[config.mk]
export PLATFORM = sky130hd
export DESIGN_NAME = alu_issue_ctrl
export DESIGN_NICKNAME = d
export VERILOG_FILES = /design/src/rtl/alu_issue_ctrl.sv
export SDC_FILE = /design/constraint.sdc
export NUM_CORES = 1
export LEC_CHECK = 0
export BUFFER_PORTS_ARGS = -buffer_cell sky130_fd_sc_hd__buf_2
export CAP_MARGIN = 20
export CORE_MARGIN = 3
export CORE_UTILIZATION = 63
export DETAILED_ROUTE_END_ITERATION = 6
export HOLD_SLACK_MARGIN = 0.08
export PLACE_DENSITY = 0.85
export REMOVE_ABC_BUFFERS = 1
export SYNTH_ARGS = -nofsm -noshare
export SYNTH_HDL_FRONTEND = slang
export SYNTH_SLANG_ARGS = --single-unit
[constraint.sdc]
create_clock -name clk -period 6.4 [get_ports clk]
set_input_delay 0.32 -clock clk [delete_from_list [all_inputs] [get_ports clk]]
set_output_delay 0.32 -clock clk [all_outputs]
set_load 0.05 [all_outputs]
[src/rtl/alu_issue_ctrl.sv]
// Command-issue / result-return stage in front of a registered scalar ALU.
// Optional divide-by-zero trap enabled by defining ALU_ISSUE_DIVZ_TRAP_EN.
module alu_issue_ctrl #(
  parameter int unsigned DATA_IN_WIDTH  = 32,
  parameter int unsigned OP_CODE_WIDTH  = 4,
  parameter int unsigned DATA_OUT_WIDTH = 64,
  parameter int unsigned TAG_WIDTH      = 4,
  parameter int unsigned CMD_DEPTH      = 4,
  parameter int unsigned RSP_DEPTH      = 4
) (
  input  logic                      clk,
  input  logic                      rst_n,
  input  logic                      cmd_valid,
  output logic                      cmd_ready,
  input  logic [DATA_IN_WIDTH-1:0]  cmd_a,
  input  logic [DATA_IN_WIDTH-1:0]  cmd_b,
  input  logic [OP_CODE_WIDTH-1:0]  cmd_op,
  input  logic [TAG_WIDTH-1:0]      cmd_tag,
  output logic [DATA_IN_WIDTH-1:0]  alu_a,
  output logic [DATA_IN_WIDTH-1:0]  alu_b,
  output logic [OP_CODE_WIDTH-1:0]  alu_op,
  input  logic [DATA_OUT_WIDTH-1:0] alu_result,
  output logic                      rsp_valid,
  input  logic                      rsp_ready,
  output logic [DATA_OUT_WIDTH-1:0] rsp_data,
  output logic [TAG_WIDTH-1:0]      rsp_tag,
  output logic                      rsp_err,
  output logic                      busy
);

  localparam int unsigned CPW   = (CMD_DEPTH > 1) ? $clog2(CMD_DEPTH) : 1;
  localparam int unsigned CCW   = $clog2(CMD_DEPTH) + 1;
  localparam int unsigned RPW   = (RSP_DEPTH > 1) ? $clog2(RSP_DEPTH) : 1;
  localparam int unsigned RCW   = $clog2(RSP_DEPTH) + 1;
  localparam int unsigned CRW   = RCW + 1;
  localparam int unsigned CMD_W = 2 * DATA_IN_WIDTH + OP_CODE_WIDTH + TAG_WIDTH;

  // Command FIFO
  logic [CMD_W-1:0]         cmd_mem [CMD_DEPTH];
  logic [CPW-1:0]           cmd_wr_q, cmd_rd_q;
  logic [CCW-1:0]           cmd_cnt_q, cmd_cnt_d;
  logic                     cmd_ready_q;
  logic                     cmd_push, issue;
  logic [DATA_IN_WIDTH-1:0] head_a, head_b;
  logic [OP_CODE_WIDTH-1:0] head_op;
  logic [TAG_WIDTH-1:0]     head_tag;
  logic                     head_trap;

  // In-flight pipeline and response FIFO
  logic                      s0_valid_q, s1_valid_q, s0_err_q, s1_err_q;
  logic [TAG_WIDTH-1:0]      s0_tag_q, s1_tag_q;
  logic [DATA_OUT_WIDTH-1:0] rsp_data_mem [RSP_DEPTH];
  logic [TAG_WIDTH-1:0]      rsp_tag_mem  [RSP_DEPTH];
  logic                      rsp_err_mem  [RSP_DEPTH];
  logic [RPW-1:0]            rsp_wr_q, rsp_rd_q;
  logic [RCW-1:0]            rsp_cnt_q, rsp_cnt_d;
  logic [CRW-1:0]            credit;
  logic                      rsp_push, rsp_pop;

  logic [DATA_IN_WIDTH-1:0]  alu_a_q, alu_b_q;
  logic [OP_CODE_WIDTH-1:0]  alu_op_q;

  function automatic logic [CPW-1:0] cmd_inc(input logic [CPW-1:0] p);
    return (p == CPW'(CMD_DEPTH - 1)) ? '0 : p + CPW'(1);
  endfunction

  function automatic logic [RPW-1:0] rsp_inc(input logic [RPW-1:0] p);
    return (p == RPW'(RSP_DEPTH - 1)) ? '0 : p + RPW'(1);
  endfunction

  assign {head_a, head_b, head_op, head_tag} = cmd_mem[cmd_rd_q];

`ifdef ALU_ISSUE_DIVZ_TRAP_EN
  assign head_trap = (head_op == OP_CODE_WIDTH'(4'b0011)) && (head_b == '0);
`else
  assign head_trap = 1'b0;
`endif

  // Responses already buffered plus those still in the ALU bound what may be issued.
  assign credit   = CRW'(rsp_cnt_q) + CRW'(s0_valid_q) + CRW'(s1_valid_q);
  assign cmd_push = cmd_valid & cmd_ready_q;
  assign issue    = (cmd_cnt_q != '0) && (credit < CRW'(RSP_DEPTH));
  assign rsp_push = s1_valid_q;
  assign rsp_pop  = rsp_valid & rsp_ready;

  always_comb begin
    cmd_cnt_d = cmd_cnt_q;
    unique case ({cmd_push, issue})
      2'b10:   cmd_cnt_d = cmd_cnt_q + CCW'(1);
      2'b01:   cmd_cnt_d = cmd_cnt_q - CCW'(1);
      default: cmd_cnt_d = cmd_cnt_q;
    endcase
    rsp_cnt_d = rsp_cnt_q;
    unique case ({rsp_push, rsp_pop})
      2'b10:   rsp_cnt_d = rsp_cnt_q + RCW'(1);
      2'b01:   rsp_cnt_d = rsp_cnt_q - RCW'(1);
      default: rsp_cnt_d = rsp_cnt_q;
    endcase
  end

  always_ff @(posedge clk) begin
    if (cmd_push) cmd_mem[cmd_wr_q] <= {cmd_a, cmd_b, cmd_op, cmd_tag};
  end

  always_ff @(posedge clk or negedge rst_n) begin
    if (!rst_n) begin
      cmd_wr_q    <= '0;
      cmd_rd_q    <= '0;
      cmd_cnt_q   <= '0;
      cmd_ready_q <= 1'b0;
      alu_a_q     <= '0;
      alu_b_q     <= '0;
      alu_op_q    <= '0;
      s0_valid_q  <= 1'b0;
      s0_tag_q    <= '0;
      s0_err_q    <= 1'b0;
      s1_valid_q  <= 1'b0;
      s1_tag_q    <= '0;
      s1_err_q    <= 1'b0;
    end else begin
      cmd_cnt_q   <= cmd_cnt_d;
      cmd_ready_q <= (cmd_cnt_d < CCW'(CMD_DEPTH));
      if (cmd_push) cmd_wr_q <= cmd_inc(cmd_wr_q);
      if (issue) begin
        cmd_rd_q <= cmd_inc(cmd_rd_q);
        alu_a_q  <= head_a;
        alu_b_q  <= head_b;
        alu_op_q <= head_trap ? '0 : head_op;
      end
      s0_valid_q <= issue;
      s0_tag_q   <= head_tag;
      s0_err_q   <= issue & head_trap;
      s1_valid_q <= s0_valid_q;
      s1_tag_q   <= s0_tag_q;
      s1_err_q   <= s0_err_q;
    end
  end

  // Storage is reset so the response outputs read zero out of reset.
  always_ff @(posedge clk or negedge rst_n) begin
    if (!rst_n) begin
      rsp_wr_q  <= '0;
      rsp_rd_q  <= '0;
      rsp_cnt_q <= '0;
      for (int i = 0; i < int'(RSP_DEPTH); i++) begin
        rsp_data_mem[i] <= '0;
        rsp_tag_mem[i]  <= '0;
        rsp_err_mem[i]  <= 1'b0;
      end
    end else begin
      rsp_cnt_q <= rsp_cnt_d;
      if (rsp_push) begin
        rsp_data_mem[rsp_wr_q] <= s1_err_q ? '0 : alu_result;
        rsp_tag_mem[rsp_wr_q]  <= s1_tag_q;
        rsp_err_mem[rsp_wr_q]  <= s1_err_q;
        rsp_wr_q               <= rsp_inc(rsp_wr_q);
      end
      if (rsp_pop) rsp_rd_q <= rsp_inc(rsp_rd_q);
    end
  end

  assign cmd_ready = cmd_ready_q;
  assign alu_a     = alu_a_q;
  assign alu_b     = alu_b_q;
  assign alu_op    = alu_op_q;
  assign rsp_valid = (rsp_cnt_q != '0);
  assign rsp_data  = rsp_data_mem[rsp_rd_q];
  assign rsp_tag   = rsp_tag_mem[rsp_rd_q];
  assign rsp_err   = rsp_err_mem[rsp_rd_q];
  assign busy      = (cmd_cnt_q != '0) | s0_valid_q | s1_valid_q | (rsp_cnt_q != '0);

endmodule

==> metrics.md <==
| Metric | Value |
|---|---|
| Run status | completed |
| Max Cap Viol | 0 |
| Achievable clock frequency | 289 MHz |
| Final setup violation count | 0 |
| Max Fanout on Critical Path | 37 |
| Synthesized flop and latch total | 657 |
| Fraction of final layout cells sized beyond drive strength 1 | 50.9% |
| Adder and majority cell fraction of the synthesized area | 0.782% |
| Worst path slowest cell | sky130_fd_sc_hd__dfrtp_2 |
| Number of enable flip-flop cells after synthesis | 288 |
| Count of non-filler cells in the finished layout | 2281 |
| Max Clock Skew | 36.2 ps |
| Area of the core | 0.0402 mm2 |
| Number of cell instances on the worst register-to-register path | 5 |
| Root buffer cell | sky130_fd_sc_hd__clkbuf_16 |
| Sort of element at the start of the critical path | flop |
| Leakage power summed over all cells | 12.5 nW |
| Worst path buffer plus inverter count | 2 |
| Post-detailed-route count of antenna-violating nets | 0 |
| Synthesized instance count | 1273 |
| Met2 Resource Use GR | 45.6% |
| Max IR drop VDD | 0.371 mV |
| Layout-stage area growth over the synthesis result | 21.1% |
| Cell area after technology mapping | 0.0259 mm2 |
| Prevailing post-synth register cell | sky130_fd_sc_hd__dfrtp_1 |
| Router iterations before antenna repair | 4 |
| Die outline area | 0.0436 mm2 |
| Warning count from the yosys run | 0 |
| Ranking of synthesized cells by area | sky130_fd_sc_hd__dfrtp_1, sky130_fd_sc_hd__edfxtp_1, sky130_fd_sc_hd__mux2_2 |
| Internal | 11.5 mW |
| Worst hold start | rsp_ready |
| Relative contribution of combinational cells to total power | 41.2% |
| PwrDens | 596 mW/mm2 |
| Num rows | 73 |
| FF-to-FF End | alu_a[1] |
| Worst endpoint data arrival time | 3140 ps |
| Setup slack of the worst register-to-register path | 3170 ps |
| Y dimension of the die | 209 um |
| Busiest grt layer | met2 |
| Clock Pin Slew Worst Setup and Hold Paths | 60 ps |
| Switching power of the nets | 7.18 mW |
| Routability-driven placement congestion ratio | 0.725 |
| HPWL after DPL | 30100 um |
| Setup repair after global routing missed its margin | no |
| Power consumption | 18.7 mW |
| Critical path depth in cells | 3 |
| Delay-heaviest family, CP | flip-flops |
| Switching part of the total power | 38.4% |
| TritonCTS clock tree | built |
| Launch instance of the worst register-to-register path | rsp_push |
| Post-CTS sizing | 0 |
| Data required time at the worst endpoint | 6080 ps |
| Mean area per synthesized cell | 20.4 um2 |
| Cell type with the largest total area after synthesis | sky130_fd_sc_hd__dfrtp_1 |
| Remaining DRCs | 0 |
| Final hold vios | 0 |
| Worst Slack Setup Final | 2940 ps |
| Setup CP Type | reg2out |
| Max clock buf depth | 3 |
| GRT overflow | 0 |
| Number of global-route vias before repair | 15100 |
| Tcrit/Tclk final | 54.1% |
| Insertion delay to the later sink of the worst-skew pair | 600 ps |
| Async set-reset flop share out of synthesis | 56.2% |
| Critical path capture point type | output pin |
| Violation count after the first detailed-routing iteration | 1204 |
| Worst min-delay path category | in2reg |
| Yosys cell types | 26 |
| Post-route setup TNS | 0 ps |
| Most numerous cell in the Yosys netlist | sky130_fd_sc_hd__dfrtp_1 |
| Worst hold path endpoint | rsp_rd_q[1] |
| Number of antenna violations at the first check in global routing | 1 |
| Level count of the clock H-tree | 3 |
| Crit path largest cell delay | 1050 ps |
| Number of clock sinks seen by CTS | 657 |
| Hold-fix buffers, CTS | 137 |
| Chip width | 209 um |
| Worst slack after detailed placement | 3260 ps |
| Largest net degree at the start of global routing | 173 |
| Clock period minus worst slack | 3460 ps |
| Wire length of the first global-routing pass | 91100 um |
| Avg Vias per Cell | 6.02 |
| Sequential share of power | 37.3% |
| Via count | 13700 |
| Top post-synthesis cells by count | sky130_fd_sc_hd__dfrtp_1, sky130_fd_sc_hd__mux2_2, sky130_fd_sc_hd__edfxtp_1 |
| GR Util met1 | 36.8% |
| I/O pins | 280 |
| Buffers added on ports | 279 |
| Post CTS Setup Buffer Count | 0 |
| Hold path depth | 3 |
| Tot GR Track Use | 27.3% |
| Multiplexer area fraction after synthesis | 27.6% |
| Initial standard-cell utilization of the core | 64.5% |
| Wire length per cell after detailed routing | 25.6 um |
| Number of clock buffers inserted by TritonCTS | 66 |
| Pins Over Slew Limit | 0 |
| Area share of and/or/nand/nor cells after synthesis | 0.478% |
| Final net count | 1858 |
| GR Layer Usage met3 | 5.95% |
| Post-synthesis share of cell area spent on xor and xnor gates | 0.236% |
| Rel. slew slack | 23.9% |
| Post-synthesis compound-gate area fraction | 0.174% |
| Final Routed Wirelength | 58300 um |
| Sequence of cells on the critical path | buf_4, mux4_2, buf_2 |
| Transition time at the pin with the least slew margin | 1140 ps |
| Core utilization of the finished layout | 78.1% |
| Count of placed standard cells including taps | 2023 |
| Fraction of the yosys area taken by sequential cells | 69.0% |
| Yosys top cell area share | 35.6% |
| Dominant combinational cell family by area after synthesis | multiplexers |
| Clock Power Share | 21.5% |
[state kept, by name, summed over array words and instances, names as in the netlist, 2 cells and up, named ones only]
register and flops:
rsp_cnt_q 3, cmd_wr_q 2, alu_b 32, rsp_err_mem 4, rsp_tag_mem 16, rsp_data_mem 256, rsp_rd_q 2, cmd_cnt_q 2
s0_tag_q 4, alu_op 4, cmd_mem 288, cmd_rd_q 2, s1_tag_q 4, rsp_wr_q 2, alu_a 32
[logic make-up (layout without fill, tap and decap cells)]
group                      Yosys count  count (layout)
AOI/OAI and AO/OA                    5               5
muxes                              488             488
and+or+nand+nor                     24              24
adders and majority gates           15              15
xor gates and xnor gates             7               7
other                                0               1
DFF                                657             657
buffers and inverters               77             559
[cell type report]
| cell class | count | area, um2 |
|---|---|---|
| Antenna cell | 1 | 2.50 |
| Timing Repair Buffer | 430 | 2900 |
| Inverter | 9 | 33.8 |
| Fill cell | 2060 | 8790 |
| Multi-Input combinational cell | 539 | 7630 |
| Clock buffer | 92 | 1920 |
| Clock inverter | 28 | 364 |
| Tap cell | 525 | 657 |
| Sequential cell | 657 | 17900 |
[worst max-delay path by stage]
stage           startpoint      endpoint  slack (ps)
2_1_floorplan     rsp_push  cmd_cnt_q[1]        2000
3_3_place_gp      rsp_push     alu_a[13]        3320
3_5_place_dp      rsp_push     alu_b[27]        3260
4_1_cts        rsp_rd_q[0]  rsp_data[48]        2790
5_1_grt        rsp_rd_q[0]  rsp_data[48]        2660
6_report       rsp_rd_q[1]       rsp_err        2940
[power by group through the flow]
stage / registers, mW / clock network, mW / logic [mW]
after CTS: 6.97 / 4.05 / 7.73
after floorplan: 7.56 / 0 / 5.26
after global routing: 7.16 / 4.24 / 8.08
after global placement: 6.88 / 0 / 7.38
after detailed placement: 6.99 / 0 / 7.57
final: 6.98 / 4.02 / 7.72
[worst min-delay path: cells and delay by family]
kind | cells | cell delay [ps]
buffers and inverters | 1 | 100
multiplexers | 1 | 170
AND/OR/NAND/NOR | 1 | 130
[placed cells by master (no fill, tap or decap), types with 11 or more instances in the layout]
cell,synthesis,routed
sky130_fd_sc_hd__mux2_2,322,322
sky130_fd_sc_hd__buf_2,40,278
sky130_fd_sc_hd__mux2_4,23,23
sky130_fd_sc_hd__ha_1,13,13
sky130_fd_sc_hd__mux4_2,141,141
sky130_fd_sc_hd__clkbuf_16,0,68
sky130_fd_sc_hd__buf_4,0,13
sky130_fd_sc_hd__clkbuf_8,0,13
sky130_fd_sc_hd__dlygate4sd3_1,0,137
sky130_fd_sc_hd__clkbuf_1,13,11
sky130_fd_sc_hd__edfxtp_1,288,288
sky130_fd_sc_hd__dfrtp_1,369,365
[through the flow]
stage          hold WS (ps)  area (um2)
2_1_floorplan          24.4       25500
3_3_place_gp            337       27700
3_5_place_dp            338       27700
4_1_cts                 151       31400
5_1_grt                 187       31400
6_report                175       31400
[routing by layer]
metal | share of wire, % | vias to the layer above
li1 | - | 5831
met1 | 39 | 7230
met2 | 51 | 563
met3 | 7.3 | 108
met4 | 2.8 | 2
met5 | 0.022 | -
(Power assumes the default switching activity.)
